<file path="config.mk">
export PLATFORM = sky130hd
export DESIGN_NAME = instruction_fetch
export DESIGN_NICKNAME = d
export VERILOG_FILES = /design/src/rtl/instruction_fetch.sv
export SDC_FILE = /design/constraint.sdc
export NUM_CORES = 1
export LEC_CHECK = 0
export CAP_MARGIN = 25
export CORE_ASPECT_RATIO = 0.5
export CORE_MARGIN = 2
export CORE_UTILIZATION = 48
export CTS_BUF_LIST = sky130_fd_sc_hd__clkbuf_16
export DETAILED_ROUTE_END_ITERATION = 8
export PLACE_DENSITY = 0.82
export SLEW_MARGIN = 20
export SYNTH_ARGS = -nofsm -noshare
export SYNTH_HDL_FRONTEND = slang
export SYNTH_SLANG_ARGS = --single-unit
</file>
<file path="constraint.sdc">
create_clock -name clk -period 4.7 [get_ports clk]
set_input_delay 0.94 -clock clk [delete_from_list [all_inputs] [get_ports clk]]
set_output_delay 0.94 -clock clk [all_outputs]
set_load 0.02 [all_outputs]
</file>
<file path="src/rtl/instruction_fetch.sv">
// Fetch stage: holds the PC, fetches one instruction per step over req/ack, computes next PC.
// Latency: 2 cycles minimum per instruction (FETCH with ack, EXEC); +1 per ack-wait or stall cycle.
// Backpressure: stall holds EXEC (pc, instruction, retired_count frozen); memory delays via imem_ack.
module instruction_fetch #(
    parameter logic [31:0] RESET_PC = 32'h0000_0000
) (
    input  logic        clk,
    input  logic        reset,
    output logic        imem_req,
    output logic [31:0] imem_addr,
    input  logic        imem_ack,
    input  logic [31:0] imem_rdata,
    output logic [31:0] instruction,
    output logic        instr_valid,
    output logic [31:0] pc,
    output logic [31:0] pc_plus4,
    input  logic        branch_select,
    input  logic        jump_select,
    input  logic        alu_zero,
    input  logic        stall,
    output logic [31:0] retired_count
);

    typedef enum logic {FETCH, EXEC} state_t;

    state_t      state;
    state_t      state_nxt;
    logic [31:0] pc_r;
    logic [31:0] pc_nxt;
    logic [31:0] instr_r;
    logic [31:0] instr_nxt;
    logic [31:0] count_r;
    logic [31:0] count_nxt;
    logic [31:0] next_pc;
    logic [31:0] branch_off;
    logic [31:0] jump_target;

    assign pc            = pc_r;
    assign pc_plus4      = pc_r + 32'd4;
    assign imem_addr     = pc_r;
    assign instruction   = instr_r;
    assign retired_count = count_r;

    // Branch offset is a word offset; jump keeps the upper nibble of the sequential PC.
    assign branch_off  = {{14{instr_r[15]}}, instr_r[15:0], 2'b00};
    assign jump_target = {pc_plus4[31:28], instr_r[25:0], 2'b00};

    // Next-PC mux: jump wins over a taken branch, otherwise sequential.
    always_comb begin
        next_pc = pc_plus4;
        if (jump_select) begin
            next_pc = jump_target;
        end else if (branch_select && alu_zero) begin
            next_pc = pc_plus4 + branch_off;
        end
    end

    // State, PC, instruction and retire counter registers with synchronous reset.
    always_ff @(posedge clk) begin
        if (reset) begin
            state   <= FETCH;
            pc_r    <= RESET_PC;
            instr_r <= 32'h0;
            count_r <= 32'h0;
        end else begin
            state   <= state_nxt;
            pc_r    <= pc_nxt;
            instr_r <= instr_nxt;
            count_r <= count_nxt;
        end
    end

    // Next-state and handshake decode; req/valid come only from the registered state.
    always_comb begin
        state_nxt   = state;
        pc_nxt      = pc_r;
        instr_nxt   = instr_r;
        count_nxt   = count_r;
        imem_req    = 1'b0;
        instr_valid = 1'b0;
        case (state)
            FETCH: begin
                imem_req = 1'b1;
                if (imem_ack) begin
                    instr_nxt = imem_rdata;
                    state_nxt = EXEC;
                end
            end
            EXEC: begin
                instr_valid = 1'b1;
                if (!stall) begin
                    pc_nxt    = next_pc;
                    count_nxt = count_r + 32'd1;
                    state_nxt = FETCH;
                end
            end
            default: state_nxt = FETCH;
        endcase
    end

endmodule

</file>
==> qor.txt <==
Max Slew Vio Count -> 0
cells taking the most area after synthesis -> dfxtp_1 (29%), nand2_1 (7.8%), ha_1 (7.1%)
Syn-to-layout area delta -> 33.5%
multi-input logic area -> 4160 µm²
Clock Pin Slew Worst Setup and Hold Paths -> 0.07 ns
core area -> 13,400 µm²
Tmin final -> 4.39 ns
global route hottest layer -> met2
Detailed Route Iter0 Violations -> 588
flop-to-flop setup slack -> 0.31 ns
dpl hpwl -> 15.4 mm
clk sinks -> 95
final period utilization -> 0.934
Routed WL -> 21.0 mm
post-synthesis sequential area ratio -> 0.292
worst path required time -> 4.94 ns
H-tree levels -> 3
met2 GRT Util -> 0.453
clock skew -> 0.0105 ns
Worst R2R Path Depth -> 15
First-pass DRT Iterations -> 5
Final Setup Violations -> 0
Worst Tran Pin Value -> 0.942 ns
Rows -> 30
crit path max fanout -> 8
routability cong. -> 0.896
Fill cells -> 1,170
worst hold path depth -> 2
initial antenna violation count -> 0
status -> completed
Hold Vio Cnt, Final -> 0
quantity of hold-fixing buffers added after cts -> 0
Fmax -> 228 MHz
Initial Util -> 0.486
Syn Std Cell Area -> 6510 µm²
Synth Warn # -> 0
number of synthesized register bits -> 95
post-route ant nets -> 0
number of synthesized flops with an enable pin -> 0
number of diodes -> 0
hold wc startpoint -> instruction[31]$_SDFFE_PP0P_
Top FF cell, synth -> dfxtp_1
relative slew slack -> 0.372
launch point of the worst reg-to-reg path -> imem_addr[2]$_SDFFE_PP0P_
number of global-route vias before repair -> 6,200
Worst setup SP type -> flop
post-cts repair resize count -> 0
met1 Resource Use GR -> 0.383
IO Port Bufs -> 194
top post-synthesis cells by count -> nand2_1 (136), dfxtp_1 (95), a21oi_1 (91)
crit path kind -> flop to flop
final setup TNS -> 0 ns
NumNets Final -> 1,083
clock root buffer -> clkbuf_16
RSZ-0062 raised after global routing -> false
Avg Cell Area, Syn -> 7.58 µm²
Critical Path End Type -> flop
CTS tree -> yes
post-CTS setup buffers -> 0
die width -> 169 µm
most frequent cell after synthesis -> nand2_1
cells after synthesis -> 860
FFs w/ async S/R, synth -> 0
detailed-route DRC error count -> 0
vias post-DR -> 6,909
clock buffer depth -> 2
TritonCTS buffer count -> 9
Synth cell types -> 63
placed cell area -> 8350 µm²
cell area after layout -> 8700 µm²
met3 Use GR -> 0.0594
Chip Height -> 86.4 µm
global route total overflow -> 0
Max Cap Viol -> 0
Via density -> 5.82
crit path DAT -> 4.63 ns
clk_lat worst skew -> 0.35 ns
FF+latch area -> 1900 µm²
reg2reg end -> imem_addr[31]$_SDFFE_PP0P_
worst hold margin -> 0.462 ns
GRT Util Overall -> 0.279
first-pass GRT wire length -> 32.8 mm
WHS Endpoint -> instruction[31]$_SDFFE_PP0P_
share of post-route cells with drive strength above 1 -> 0.0386
die area -> 14,600 µm²
post-DR wirelength/cell -> 17.7 µm
PD cells -> 241 nW/µm²
largest net degree at the start of global routing -> 87
top cell type by total area after synthesis -> dfxtp_1
Max rail drop VDD -> 0.206 mV
Yosys top cell area share -> 0.292
num ports -> 201
Pwr Total -> 2.10 mW
P_leak -> 3.36 nW
Hold Crit Class -> flop to flop
## registers in the layout, summed over array words and instances (netlist names)
register / cells
instruction: 32
retired_count: 32
imem_addr: 30
state: 1
## through the flow
| stage | setup WS [ns] | cells | util |
|---|---|---|---|
| global placement | 0.586 | 1169 | 0.623 |
| detailed placement | 0.411 | 1169 | 0.623 |
| global route | 0.0248 | 1187 | 0.649 |
| floorplan | 0.609 | 865 | - |
| finish | 0.308 | 1187 | 0.649 |
| CTS | 0.404 | 1185 | 0.648 |
## how the worst max path moves through the flow
stage | from | end | slack, ns | depth (start not counted)
floorplan | imem_addr[2]$_SDFFE_PP0P_ | imem_addr[31]$_SDFFE_PP0P_ | 0.61 | 15
finish | imem_addr[2]$_SDFFE_PP0P_ | imem_addr[31]$_SDFFE_PP0P_ | 0.31 | 15
global route | imem_addr[2]$_SDFFE_PP0P_ | imem_addr[31]$_SDFFE_PP0P_ | 0.02 | 15
detailed placement | imem_addr[2]$_SDFFE_PP0P_ | imem_addr[31]$_SDFFE_PP0P_ | 0.41 | 15
CTS | imem_addr[2]$_SDFFE_PP0P_ | imem_addr[31]$_SDFFE_PP0P_ | 0.40 | 15
global placement | imem_addr[2]$_SDFFE_PP0P_ | imem_addr[31]$_SDFFE_PP0P_ | 0.59 | 15
## where the power goes
part	total, mW	switching [mW]	internal (mW)
logic	0.434	0.250	0.184
registers	0.869	0.0378	0.832
clock network	0.795	0.365	0.430
## metal layers
layer	wire length, µm	up-vias
met3	1600	29
met5	0	-
met4	326	0
met1	9610	3279
met2	9450	279
li1	-	3322
## layout by cell type, fill, tap and decap left out, types with 20 or more instances in the layout
| cell type | instances |
|---|---|
| clkdlybuf4s50_1 | 193 |
| nand2_1 | 136 |
| dfxtp_1 | 95 |
| a21oi_1 | 91 |
| nor2_1 | 81 |
| xor2_1 | 42 |
| ha_1 | 37 |
| xnor2_1 | 30 |
| o21ai_0 | 27 |
| nand3_1 | 25 |
| nor3_1 | 20 |
## kinds of logic after synthesis
logic type,synth area share
and+or+nand+nor,0.242
AOI/OAI and AO/OA,0.218
DFF,0.292
buffers and inverters,0.0737
xor gates and xnor gates,0.0968
adders and majority gates,0.0741
muxes,0.00307
other,0.000576
## worst max-delay path: stages (launching register included)
cell and delay [ns]:
dfxtp_1 0.47, ha_1 0.25, and4_1 0.26, and2_1 0.26, nand4_1 0.35, nor2_1 0.23, xor2_1 0.40, ha_1 0.38
a21o_1 0.20, a21o_1 0.17, a21oi_1 0.14, o21ai_0 0.10, a211oi_1 0.51, a211o_1 0.21, a32oi_1 0.09, a221o_1 0.26
## layout make-up
cell class,instances,share of cell area
Tap cell,176,0.0253
Clock buffer,9,0.0259
Clock inverter,7,0.0121
Inverter,17,0.00733
Timing Repair Buffer,205,0.233
Sequential cell,95,0.219
Multi-Input combinational cell,678,0.478
Power figures use the tool's default switching activity.
